==> src/rtl/route_dist_pipe.sv <==
// route_dist_pipe: two-stage channel-to-capacitor router with a double-buffered route table and saturation-run flags
module route_dist_pipe #(
  parameter int WIDTH     = 8,
  parameter int CH_NUM    = 4,
  parameter int CAP_NUM   = 8,
  parameter int SAT_CNT_W = 8,
  parameter int SEL_W     = $clog2(CH_NUM + 1)
) (
  input  logic                         clk,
  input  logic                         rst,
  input  logic                         in_valid,
  input  logic [WIDTH*CH_NUM-1:0]      data_in,
  input  logic                         cfg_we,
  input  logic [$clog2(CAP_NUM)-1:0]   cfg_addr,
  input  logic [SEL_W-1:0]             cfg_sel,
  input  logic                         cfg_commit,
  input  logic [SAT_CNT_W-1:0]         sat_thresh,
  output logic                         cfg_pending,
  output logic                         out_valid,
  output logic [WIDTH*CAP_NUM-1:0]     data_out,
  output logic [CAP_NUM-1:0]           sat_flag
);
  logic [WIDTH*CH_NUM-1:0]  data_q;
  logic                     v1_q, out_valid_q, pending_q, pending_d, apply;
  logic [SEL_W-1:0]         shadow_q [CAP_NUM];
  logic [SEL_W-1:0]         shadow_d [CAP_NUM];
  logic [SEL_W-1:0]         active_q [CAP_NUM];
  logic [SEL_W-1:0]         active_d [CAP_NUM];
  logic [WIDTH-1:0]         route    [CAP_NUM];
  logic [CAP_NUM-1:0]       conn;
  logic [SAT_CNT_W-1:0]     cnt_q    [CAP_NUM];
  logic [SAT_CNT_W-1:0]     cnt_d    [CAP_NUM];
  logic [CAP_NUM-1:0]       flag_q, flag_d;
  logic [WIDTH*CAP_NUM-1:0] dout_q, dout_d;
  // The table only swaps when neither stage holds a sample, so no sample straddles two tables
  always_comb begin
    apply     = (cfg_commit | pending_q) & ~in_valid & ~v1_q;
    pending_d = apply ? 1'b0 : (cfg_commit | pending_q);
    dout_d    = '0;
    flag_d    = flag_q;
    for (int j = 0; j < CAP_NUM; j++) begin
      shadow_d[j] = (cfg_we && 32'(cfg_addr) == j) ? cfg_sel : shadow_q[j];
      active_d[j] = apply ? shadow_d[j] : active_q[j];
      route[j]    = '0;
      for (int k = 0; k < CH_NUM; k++)
        if (32'(active_q[j]) == k) route[j] = data_q[k*WIDTH +: WIDTH];
      conn[j]     = 32'(active_q[j]) < CH_NUM;
      dout_d[j*WIDTH +: WIDTH] = route[j];
      cnt_d[j]    = !v1_q ? cnt_q[j] :
                    (conn[j] && (route[j] == '0 || route[j] == '1)) ?
                    ((cnt_q[j] == '1) ? cnt_q[j] : cnt_q[j] + 1'b1) : '0;
      flag_d[j]   = v1_q ? (sat_thresh != '0 && cnt_d[j] >= sat_thresh) : flag_q[j];
    end
  end
  always_ff @(posedge clk) begin
    if (rst) begin
      data_q      <= '0;
      v1_q        <= 1'b0;
      out_valid_q <= 1'b0;
      pending_q   <= 1'b0;
      dout_q      <= '0;
      flag_q      <= '0;
      for (int j = 0; j < CAP_NUM; j++) begin
        shadow_q[j] <= SEL_W'(j % CH_NUM);
        active_q[j] <= SEL_W'(j % CH_NUM);
        cnt_q[j]    <= '0;
      end
    end else begin
      data_q      <= data_in;
      v1_q        <= in_valid;
      out_valid_q <= v1_q;
      pending_q   <= pending_d;
      dout_q      <= dout_d;
      flag_q      <= flag_d;
      for (int j = 0; j < CAP_NUM; j++) begin
        shadow_q[j] <= shadow_d[j];
        active_q[j] <= active_d[j];
        cnt_q[j]    <= cnt_d[j];
      end
    end
  end
  assign cfg_pending = pending_q;
  assign out_valid   = out_valid_q;
  assign data_out    = dout_q;
  assign sat_flag    = flag_q;
endmodule

==> config.mk <==
export PLATFORM = sky130hd
export DESIGN_NAME = route_dist_pipe
export DESIGN_NICKNAME = d
export VERILOG_FILES = /design/src/rtl/route_dist_pipe.sv
export SDC_FILE = /design/constraint.sdc
export NUM_CORES = 1
export LEC_CHECK = 0
export BUFFER_PORTS_ARGS = -buffer_cell sky130_fd_sc_hd__buf_2
export CAP_MARGIN = 0
export CORE_ASPECT_RATIO = 0.9
export CORE_MARGIN = 5
export CORE_UTILIZATION = 50
export DETAILED_ROUTE_END_ITERATION = 12
export GPL_TIMING_DRIVEN = 1
export PLACE_DENSITY = 0.79
export SYNTH_ARGS = -nofsm -noshare
export SYNTH_HDL_FRONTEND = slang
export SYNTH_SLANG_ARGS = --single-unit
==> constraint.sdc <==
create_clock -name clk -period 5.6 [get_ports clk]
set_input_delay 0 -clock clk [delete_from_list [all_inputs] [get_ports clk]]
set_output_delay 0 -clock clk [all_outputs]
set_load 0.1 [all_outputs]
Yosys cells after proc, flatten, opt, wreduce, memory -nomap -nowiden. Memory sizes are Yosys's and may differ from the RTL's. Cells that the tools add are included.

$add $sub $neg: 8. Divide/modulo/power cells: 0. Multiplexer cells: 99. Eq/ne operators: 47. Reduce and logical (&&, ||, !) cells: 51. Bitwise gates (word level): 29. Magnitude comparators: 16. Shift-type cells: 0. Multiply operators: 0.

Operator list (count): $mux W8 (64); $eq A8 B8 Y1 const B (16); $mux W3 (32); $add A8 B1 Y8 const B (8); $ge A8 B8 Y1 (8); $logic_not A8 Y1 (8); $eq A3 B2 Y1 const B (18); $eq A3 B1 Y1 const B (9); $logic_not A3 Y1 (9); $or A1 B1 Y1 (25); $logic_and A1 B1 Y1 (24); $lt A3 B3 Y1 const B (8); $eq A3 B3 Y1 const B (4); $logic_or A1 B1 Y1 (8); $reduce_bool A8 Y1 (1); $mux W1 (3); $and A1 B1 Y1 (2); $not A1 Y1 (2); $reduce_or A2 Y1 (1).

Latch bits: 0. Output and inout bits: 74. ROM bits: 0. Bits in registers: 107. Input bits: 51. RAM bits: 112. Word-level logic and storage cells: 259. Memories kept: 3.

Memory list: cnt_q (words 8, width 8, read ports 8, clocked after Yosys merged registers in 0, write ports 8, line 31) `logic [SAT_CNT_W-1:0] cnt_q [CAP_NUM];`; active_q (words 8, width 3, read ports 8, clocked after Yosys merged registers in 0, write ports 8, line 27) `logic [SEL_W-1:0] active_q [CAP_NUM];`; shadow_q (words 8, width 3, read ports 8, clocked after Yosys merged registers in 0, write ports 8, line 25) `logic [SEL_W-1:0] shadow_q [CAP_NUM];`.

Depth between registers and ports, before layout. Gate-level depths: netlist of run 1.

Word-level depth: 12. Depth in mapped cells: 18.

Worst setup path before layout of run 1. Ideal clock, no wire load.

Kind: reg-to-reg. Start point: memory active_q[0][0] (netlist name). End point: register flag_q[0], in the netlist sat_flag[0]. Path buffers: 1. Arrival time: 3819 ps. Cell stages (with the launch flop): 17. Path slack: 1655 ps. Cells stage by stage: dfxtp_1 > buf_2 > mux4_2 > nor4_1 > nor2_1 > or4_4 > a21oi_2 > o21ai_0 > a21boi_1 > ha_1 > nand2b_1 > a21o_1 > a21o_1 > a21o_1 > a21o_1 > a2111oi_0 > o21ai_1.

RTL lines: start: declaration (line 27); end signal: assignment (line 74) `flag_q <= flag_d;`; end: declaration (line 33) `logic [CAP_NUM-1:0] flag_q, flag_d;`.

==> flow_metrics.py, run 1 <==
metrics = {
    "setup_path": {
        "r2r-start": "active_q[0][9]",
        "endpoint_kind": "flop",
        "timing.reg2reg.setup_slack_ns": 1.10,
        "critPathRequiredTime_ns": 5.99,
        "critPathLaunchType": "flop",
        "reg2regPathDepth": 14,
        "cp_data_arrival_time_ns": 4.89,
        "reg2reg_to": "sat_flag[3]",
        "path_max_fanout": 17,
        "crit_type": "flop to flop",
    },
    "sta": {
        "max_freq_mhz": 222,
        "holdWs_ns": 0.0409,
        "finalWorstSetupSlack_ns": 1.10,
        "post-route-period-util": 0.804,
        "layout_min_cycle_time_ns": 4.50,
        "hold_viol": 0,
        "relSlewSlack": 0.252,
        "finalMaxSlewViolations": 0,
        "setup_violations": 0,
        "tns_ns": 0,
        "rsz0062_at_grt": "no",
        "clock_skew_ns": 0.0139,
        "worst_pin_slew_ns": 1.12,
    },
    "cells_and_area": {
        "mostFrequentLayoutCells": "219 x dfxtp_1, 157 x nor2_1, 123 x buf_2, 72 x ha_1, 68 x nand2_1",
        "final_area_sq_um": 14000,
        "finalNetCount": 1537,
        "drive_gt1_frac": 0.163,
        "layout_commonest_cell": "dfxtp_1",
        "syn_to_final_growth_pct": 17.2,
    },
    "global_route": {
        "globalRoute.busiestLayer": "met2",
        "globalRouteMet2Util": 0.388,
        "track_usage": 0.247,
        "grt_pass1_wl_um": 54600,
        "antenna_found_initial": 1,
        "grt_max_degree": 68,
        "overflow": 0,
        "use_met1": 0.317,
        "met3_usage": 0.0710,
        "grt_pass1_vias": 10400,
    },
    "status": {
        "status": "finished clean",
    },
    "placement": {
        "place_worst_setup_slack_ns": 1.27,
        "gp_congestion": 0.974,
        "numPortBuffers": 124,
        "post_dp_cell_area_sq_um": 12600,
        "dp_hpwl_um": 23800,
    },
    "synthesis": {
        "synth.avg_cell_area_sq_um": 9.23,
        "synth.distinct_cells": 75,
        "synth.net_count": 1415,
        "synth.area.top_cells": "dfxtp_1 37%, ha_1 7.6%, mux4_2 7.2%, mux2i_1 5.4%, nor2_1 4.9%",
        "synth_top_flop_cell": "dfxtp_1",
        "synthArstFlopShare": 0,
        "yosys_register_bits": 219,
        "synth_edf_count": 0,
        "mappedNetlistArea_sq_um": 11900,
        "synth_top_area_frac": 0.368,
        "synth_cells": 1292,
        "ys_seq_area_frac": 0.368,
        "synth_top_cell_by_area": "dfxtp_1",
        "ys_warn_count": 0,
    },
    "route": {
        "drtIter0Drc": 1169,
        "wl_per_cell_um": 20.1,
        "num_vias": 10700,
        "firstDrtPassIters": 5,
        "routed_via_density": 6.15,
        "drc_errors": 0,
        "postRouteAntennaNets": 0,
        "wl_um": 34900,
    },
    "worst_hold_path": {
        "hp-class": "primary input to flop",
        "hold_depth": 4,
        "min_from": "cfg_addr[2]",
        "holdPathEnd": "shadow_q[0][5]",
    },
    "clock_tree": {
        "clk_pin_slew_ns": 0.07,
        "cts_sinks": 219,
        "root_buffer": "clkbuf_16",
        "cts-htree-levels": 1,
        "cts_buffers": 24,
        "insertion_delay_ns": 0.52,
        "clockBufferDepth": 3,
        "cts_tree": "yes",
    },
    "die": {
        "die-height_um": 157,
        "boundaryPins": 125,
        "initial_core_util": 0.509,
        "die_w_um": 173,
        "core_sq_um": 23400,
        "row_count": 53,
        "dieArea_sq_um": 27000,
    },
    "power": {
        "combPwrFrac": 0.180,
        "p_int_mw": 3.02,
        "ir_drop_uv": 249,
        "pwr-share-seq": 0.406,
        "p_leak_nw": 6.28,
        "p_sw_frac": 0.300,
        "clockPowerShare": 0.414,
        "switchingPower_mw": 1.29,
        "powerDensity_nw_per_um2": 309,
    },
    "run": {
        "cap_violations": 0,
    },
}
[final cells by class]
cell class,count,area (sq um)
clock inverter,13,228
sequential,219,4380
fill,1920,9430
antenna,1,2.50
multi-input combinational,972,7120
inverter,24,90.1
tap,302,378
clock buffer,31,678
timing repair buffer,173,1100
[cells in the mapped netlist (6+ instances only)]
| master | instances |
|---|---|
| inv_1 | 23 |
| mux2_2 | 8 |
| xnor2_1 | 9 |
| o21ai_0 | 29 |
| xor2_1 | 19 |
| o22a_1 | 15 |
| o21ai_1 | 14 |
| nand4_1 | 30 |
| nand2b_1 | 24 |
| o22ai_1 | 14 |
| buf_2 | 10 |
| ha_1 | 72 |
| clkbuf_1 | 56 |
| nand2_1 | 68 |
| nor2_1 | 157 |
| buf_1 | 6 |
| mux2i_1 | 64 |
| nor2_2 | 7 |
| nor4_1 | 15 |
| dfxtp_1 | 219 |
| mux4_2 | 38 |
| nor2b_1 | 37 |
| o21a_1 | 10 |
| and2_1 | 50 |
| nor3_1 | 32 |
| a2bb2oi_1 | 8 |
| nand3_1 | 27 |
| a2111oi_0 | 10 |
| a22o_1 | 8 |
| a22oi_1 | 6 |
| a211oi_1 | 9 |
| a21oi_1 | 57 |
| and3_1 | 23 |
| a21o_1 | 34 |
[worst max-delay path, cell delays in order (launching register included)]
cell and delay [ns]:
dfxtp_1 0.77, mux4_2 0.64, nor4_1 0.31, nand4_1 0.13
o21a_1 0.30, nor2_1 0.31, o22ai_1 0.13, ha_1 0.28
nand2b_1 0.14, a21o_1 0.17, a21o_1 0.17, a21o_1 0.17
a21o_1 0.18, a2111oi_0 0.57, o21ai_1 0.10
[repair_timing]
action,CTS,global route
resized for setup,0,0
hold endpoints to repair,68,0
hold buffers,42,0
buffers inserted,0,0
[power groups by stage]
| stage | clock network (mW) | logic, mW | registers (mW) |
|---|---|---|---|
| floorplan | 0 | 0.402 | 1.94 |
| detailed placement | 0 | 0.742 | 1.78 |
| CTS | 1.80 | 0.769 | 1.74 |
| global route | 1.87 | 0.823 | 1.76 |
| finish | 1.79 | 0.776 | 1.75 |
| global placement | 0 | 0.729 | 1.77 |
[registers in the layout (all words and copies together), names as in the netlist]
signal	flops
cnt_q	64
v1_q	1
sat_flag	8
active_q	24
data_out	64
data_q	32
cfg_pending	1
shadow_q	24
out_valid	1
[per-layer routing]
metal | up-vias | wire length, um
li1 | 4984 | -
met1 | 4971 | 14100
met2 | 579 | 15400
met3 | 133 | 3810
met4 | 0 | 1600
met5 | - | 0
[metrics by stage]
stage	total power, mW	cells	utilization
after floorplan	2.34	1292	-
after global placement	2.50	1648	0.540
after detailed placement	2.52	1648	0.540
after CTS	4.32	1734	0.597
after global routing	4.45	1735	0.597
final	4.31	1735	0.597
[cells by family (layout without fill, tap and decap cells)]
| group | count (synthesis) | in the layout | synth area share |
|---|---|---|---|
| simple gates | 506 | 506 | 0.218 |
| compound gates | 252 | 252 | 0.145 |
| flops | 219 | 219 | 0.368 |
| mux | 114 | 114 | 0.138 |
| buf+inv | 101 | 241 | 0.0351 |
| fa+ha+maj | 72 | 72 | 0.0755 |
| xor+xnor | 28 | 28 | 0.0206 |
| other cells | 0 | 1 | 0 |
[worst max path at each step]
| stage | slack [ns] | startpoint | to |
|---|---|---|---|
| after CTS | 1.11 | active_q[0][9] | sat_flag[3] |
| final | 1.10 | active_q[0][9] | sat_flag[3] |
| after global placement | 1.33 | active_q[0][0] | sat_flag[0] |
| after detailed placement | 1.27 | active_q[0][9] | sat_flag[3] |
| after floorplan | 1.65 | active_q[0][0] | sat_flag[0] |
| after global routing | 0.89 | active_q[1][6] | sat_flag[6] |
No activity file was read; power rests on OpenSTA's default activity.
==> inputs of run 2 (changes only) <==
- PLACE_DENSITY: 0.79 -> 0.82
- clock period: 5.6 -> 4 ns (I/O delays scaled with it)
==> run 2 against run 1 <==
Register-to-register slack worse by 0.97 ns. Worst setup slack got worse by 0.97 ns. Clock skew down 0.0034 ns. Wire length grew 6.1%. Global-route usage up 1.3 points. Combinational power up 64%. Die area is the same. Non-clock buffer count is 73 higher. Clock-buffer cell count rose by 3. Clock power up 20%.
==> flow_metrics.py, run 2 (synthesis gave the netlist of run 1 again) <==
metrics = {
    "power": {
        "p_leak_nw": 6.64,
        "p_sw_frac": 0.316,
        "clockPowerShare": 0.369,
        "ir_drop_uv": 346,
        "pwr-share-seq": 0.412,
        "combPwrFrac": 0.219,
        "switchingPower_mw": 1.83,
        "p_int_mw": 3.97,
        "powerDensity_nw_per_um2": 399,
    },
    "setup_path": {
        "path_max_fanout": 6,
        "reg2reg_to": "sat_flag[6]",
        "crit_slowest_cell": "or4_1",
        "crit_chain": "buf_4, or4_1, a21oi_1, o21ai_0, or4_4, o41ai_4, and2_4, a22oi_1, ha_1, nand2b_1, a21o_1, a21o_1, a21o_1, a21o_1, a2111oi_4, o21ai_1",
        "endpoint_kind": "flop",
        "critPathLaunchType": "flop",
        "cpMostUsedCell": "a21o_1",
        "cp_data_arrival_time_ns": 4.29,
        "r2r-start": "data_q[24]",
        "cp.buffers_inverters": 1,
        "cpPeakStageDelay_ns": 0.52,
        "timing.reg2reg.setup_slack_ns": 0.13,
        "cp_top_family": "compound AO/OA/AOI/OAI gates",
        "critPathRequiredTime_ns": 4.41,
        "reg2regPathDepth": 16,
        "crit_type": "flop to flop",
    },
    "route": {
        "postRouteAntennaNets": 0,
        "drc_errors": 0,
        "num_vias": 11100,
        "routed_via_density": 6.14,
        "dr_wl_met2_um": 16300,
        "wl_um": 37000,
        "met3_length_um": 4280,
        "firstDrtPassIters": 6,
        "wl_per_cell_um": 20.5,
        "wl_met1_um": 14700,
        "drtIter0Drc": 1360,
        "routed.top_layer": "met4",
    },
    "status": {
        "status": "finished clean",
    },
    "worst_hold_path": {
        "holdPathEnd": "shadow_q[0][7]",
        "hold_depth": 4,
        "hp-class": "primary input to flop",
        "min_from": "cfg_addr[0]",
    },
    "die": {
        "dieArea_sq_um": 27000,
        "die-height_um": 157,
        "initial_core_util": 0.509,
        "die_w_um": 173,
        "row_count": 53,
        "boundaryPins": 125,
        "core_sq_um": 23400,
    },
    "sta": {
        "rsz0062_at_grt": "yes",
        "relSlewSlack": 0.284,
        "holdWs_ns": 0.0320,
        "tns_ns": 0,
        "setup_violations": 0,
        "finalWorstSetupSlack_ns": 0.125,
        "post-route-period-util": 0.969,
        "worst_pin_slew_ns": 1.07,
        "max_freq_mhz": 258,
        "layout_min_cycle_time_ns": 3.87,
        "clock_skew_ns": 0.0105,
        "finalMaxSlewViolations": 0,
        "hold_viol": 0,
    },
    "cells_and_area": {
        "layout_commonest_cell": "dfxtp_1",
        "final_area_sq_um": 14500,
        "finalNetCount": 1610,
        "syn_to_final_growth_pct": 21.8,
        "mostFrequentLayoutCells": "203 x dfxtp_1, 155 x nor2_1, 123 x buf_2, 84 x buf_4, 72 x ha_1",
        "drive_gt1_frac": 0.226,
        "fin_cells": 1805,
    },
    "clock_tree": {
        "cts-htree-levels": 1,
        "cts_buffers": 24,
        "clockBufferDepth": 3,
        "cts_sinks": 219,
        "root_buffer": "clkbuf_16",
        "clk_pin_slew_ns": 0.06,
        "insertion_delay_ns": 0.53,
        "cts_tree": "yes",
    },
    "run": {
        "cap_violations": 0,
    },
    "global_route": {
        "antenna_found_initial": 1,
        "grt_max_degree": 74,
        "track_usage": 0.260,
        "overflow": 0,
        "grt_pass1_wl_um": 57500,
        "grt_pass1_vias": 10700,
    },
    "placement": {
        "post_dp_cell_area_sq_um": 13200,
        "gp_congestion": 1.02,
        "dp_hpwl_um": 26400,
        "place_worst_setup_slack_ns": -0.224,
        "numPortBuffers": 124,
        "dp.cells": 1724,
    },
}
-- run 2: cell count changes in the layout (fill, tap and decap cells not counted), moves of 5 or more --
cell,before,now
buf_4,8,84
dfxtp_1,219,203
dlygate4sd3_1,42,37
dfxtp_2,0,14
a2111oi_0,10,4
bufinv_16,6,0
-- run 2: layout make-up --
type	count	area [sq um]
clock buffers	34	719
flip-flops and latches	219	4410
repair buffers	246	1660
inverters	24	90.1
clock inverters	7	45.0
multi-input cells	972	7220
well taps	302	378
fillers	1852	8880
diodes	1	2.50
-- run 2: tightest hold or removal path: stages --
cell,delay [ns]
buf_2,0.15
nor3_1,0.13
mux2i_1,0.14
nand2_1,0.09
-- run 2: worst max-delay path by stage --
stage                    from           to  slack, ns  cells after the start
2_1_floorplan  active_q[0][0]  sat_flag[0]       0.05                     16
3_3_place_gp   active_q[0][0]  sat_flag[0]      -0.02                     15
3_5_place_dp   active_q[1][6]  sat_flag[6]      -0.22                     15
4_1_cts            data_q[24]  sat_flag[6]      0.002                     16
5_1_grt            data_q[24]  sat_flag[6]      -0.11                     16
6_report           data_q[24]  sat_flag[6]       0.13                     16
-- run 2: metrics by stage --
| step | utilization | power [mW] |
|---|---|---|
| after floorplan | - | 3.27 |
| after global placement | 0.566 | 3.59 |
| after detailed placement | 0.566 | 3.62 |
| after CTS | 0.615 | 5.76 |
| after global routing | 0.620 | 5.98 |
| final | 0.620 | 5.80 |
-- run 2: power by group through the flow --
stage,logic (mW),clock network [mW],registers (mW)
after CTS,1.22,2.15,2.38
after global routing,1.33,2.25,2.40
after detailed placement,1.19,0,2.43
after global placement,1.17,0,2.42
after floorplan,0.562,0,2.71
final,1.27,2.14,2.39
-- run 2: repair_timing --
item                                    in CTS  in global routing
buffers inserted                             0                  2
gates resized for setup                      5                 37
hold buffers                                37                  0
endpoints found under the hold margin       62                  0
pin swaps                                    0                  3
endpoints found under the setup margin       3                  8
-- run 2: layer usage --
| metal | track usage | vias to the layer above |
|---|---|---|
| li1 | - | 5110 |
| met1 | 0.343 | 5165 |
| met2 | 0.408 | 666 |
| met3 | 0.0664 | 146 |
| met4 | 0.110 | 0 |
| met5 | 0 | - |
==> inputs of run 3 (changes only) <==
- PLACE_DENSITY: 0.82 -> 0.79
- clock period: 4 -> 4.6 ns (I/O delays scaled with it)
==> run 3 against run 2 <==
Core utilization is 2.5 points lower. Flip-flop and latch count unchanged. Sequential share of layout area up 1.1 points. Global-route usage shrank 1.2 points. Maximum frequency down 12%. Die area unchanged. Worst setup slack better by 0.081 ns. First-iteration DRC count shrank 25%. Largest cell class unchanged. Highest routed layer unchanged.
==> flow_metrics.py, run 3 (synthesis gave the netlist of run 1 again) <==
metrics = {
    "status": {
        "status": "finished clean",
    },
    "sta": {
        "tns_ns": 0,
        "max_freq_mhz": 228,
        "rsz0062_at_grt": "no",
        "relSlewSlack": 0.351,
        "clock_skew_ns": 0.0111,
        "post-route-period-util": 0.955,
        "hold_viol": 0,
        "layout_min_cycle_time_ns": 4.39,
        "finalMaxSlewViolations": 0,
        "setup_violations": 0,
        "worst_pin_slew_ns": 0.970,
    },
    "clock_tree": {
        "cts_buffers": 24,
        "cts_tree": "yes",
        "clk_pin_slew_ns": 0.06,
        "clockBufferDepth": 3,
        "cts_setup_buffers": 0,
        "cts-htree-levels": 1,
        "root_buffer": "clkbuf_16",
        "cts_sinks": 219,
        "insertion_delay_ns": 0.52,
    },
    "setup_path": {
        "endpoint_kind": "flop",
        "r2r-start": "active_q[1][9]",
        "reg2regPathDepth": 14,
        "reg2reg_to": "sat_flag[7]",
        "crit_type": "flop to flop",
        "critPathLaunchType": "flop",
        "critPathRequiredTime_ns": 5.00,
        "path_max_fanout": 11,
        "cp_data_arrival_time_ns": 4.79,
        "timing.reg2reg.setup_slack_ns": 0.21,
    },
    "die": {
        "row_count": 53,
        "core_sq_um": 23400,
        "dieArea_sq_um": 27000,
        "die_w_um": 173,
        "die-height_um": 157,
        "boundaryPins": 125,
        "initial_core_util": 0.509,
    },
    "worst_hold_path": {
        "hp-class": "primary input to flop",
        "hold_depth": 4,
        "holdPathEnd": "shadow_q[0][3]",
        "min_from": "cfg_addr[2]",
    },
    "power": {
        "total_power_mw": 5.07,
        "ir_drop_uv": 297,
        "p_leak_nw": 6.29,
        "powerDensity_nw_per_um2": 364,
    },
    "global_route": {
        "grt_pass1_vias": 10400,
        "track_usage": 0.248,
        "overflow": 0,
        "grt_pass1_wl_um": 55000,
        "antenna_found_initial": 0,
        "grt_max_degree": 59,
    },
    "placement": {
        "dp_hpwl_um": 24100,
        "gp_congestion": 0.998,
        "numPortBuffers": 124,
    },
    "run": {
        "cap_violations": 0,
    },
    "route": {
        "drtIter0Drc": 1020,
        "postRouteAntennaNets": 0,
        "routed_via_density": 6.14,
        "wl_um": 34900,
        "drc_errors": 0,
        "wl_per_cell_um": 20.0,
        "firstDrtPassIters": 6,
        "num_vias": 10700,
    },
    "cells_and_area": {
        "insertedDiodeCount": 0,
        "finalNetCount": 1544,
        "fillers": 1930,
        "syn_to_final_growth_pct": 16.9,
        "mostFrequentLayoutCells": "216 x dfxtp_1, 157 x nor2_1, 123 x buf_2, 72 x ha_1, 68 x nand2_1",
        "drive_gt1_frac": 0.170,
        "layout_commonest_cell": "dfxtp_1",
    },
}
run 3: changes by cell type in the layout (fill, tap and decap cells not counted), moves of 3 or more:
cell	delta
a2111oi_0	+6
a2111oi_1	-3
buf_4	-65
bufinv_16	+3
clkbuf_1	+3
dfxtp_1	+13
dfxtp_2	-11
nor4_1	+4
nor4_2	-4
run 3: critical path: stages, from the launching register on:
cell,delay [ns]
dfxtp_1,0.62
mux4_1,0.68
nor4_1,0.32
nand4b_1,0.14
or4_1,0.41
o311a_1,0.27
nand2b_1,0.21
ha_1,0.26
nand2b_1,0.14
a21o_1,0.17
a21o_1,0.17
a21o_1,0.17
a21o_1,0.16
a2111oi_0,0.45
o21ai_1,0.09
run 3: worst max-delay path by stage:
stage                              start     endpoint  slack [ns]
final                     active_q[1][9]  sat_flag[7]        0.21
after global placement    active_q[0][0]  sat_flag[0]        0.38
after CTS                 active_q[0][0]  sat_flag[0]        0.26
after global routing      active_q[1][9]  sat_flag[7]        0.04
after floorplan           active_q[0][0]  sat_flag[0]        0.65
after detailed placement  active_q[0][0]  sat_flag[0]        0.28
run 3: routing by layer:
layer,share of wire,up-vias,GRT usage
met2,0.44,568,0.392
met5,0,-,0
met1,0.40,5003,0.326
li1,-,4979,-
met3,0.11,141,0.0609
met4,0.048,0,0.107
run 3: cell type report:
cell class	count	area, sq um	area share
Tap cell	302	378	0.0271
Clock buffer	35	703	0.0504
Clock inverter	8	119	0.00852
Inverter	24	90.1	0.00646
Timing Repair Buffer	180	1140	0.0816
Multi-Input combinational cell	972	7130	0.511
Sequential cell	219	4390	0.315
run 3: stage by stage:
| step | area [sq um] | util | setup slack [ns] | std cells | hold WS (ns) |
|---|---|---|---|---|---|
| floorplan | 11900 | - | 0.655 | 1292 | 0.128 |
| global placement | 12700 | 0.544 | 0.382 | 1659 | 0.222 |
| detailed placement | 12700 | 0.544 | 0.280 | 1659 | 0.219 |
| CTS | 13900 | 0.595 | 0.258 | 1740 | 0.0312 |
| global route | 13900 | 0.596 | 0.0384 | 1740 | 0.0694 |
| finish | 13900 | 0.596 | 0.206 | 1740 | 0.0403 |
run 3: repair_timing:
action | in CTS | in global routing
hold buffers | 38 | 0
endpoints found under the hold margin | 64 | 0
setup endpoints to repair | 0 | 3
gates resized for setup | 0 | 4
run 3: where the power goes:
group / total [mW] / internal [mW] / switching, mW
registers: 2.11 / 1.98 / 0.133
logic: 0.970 / 0.321 / 0.649
clock network: 1.99 / 1.22 / 0.765
total: 5.07 / 3.53 / 1.55
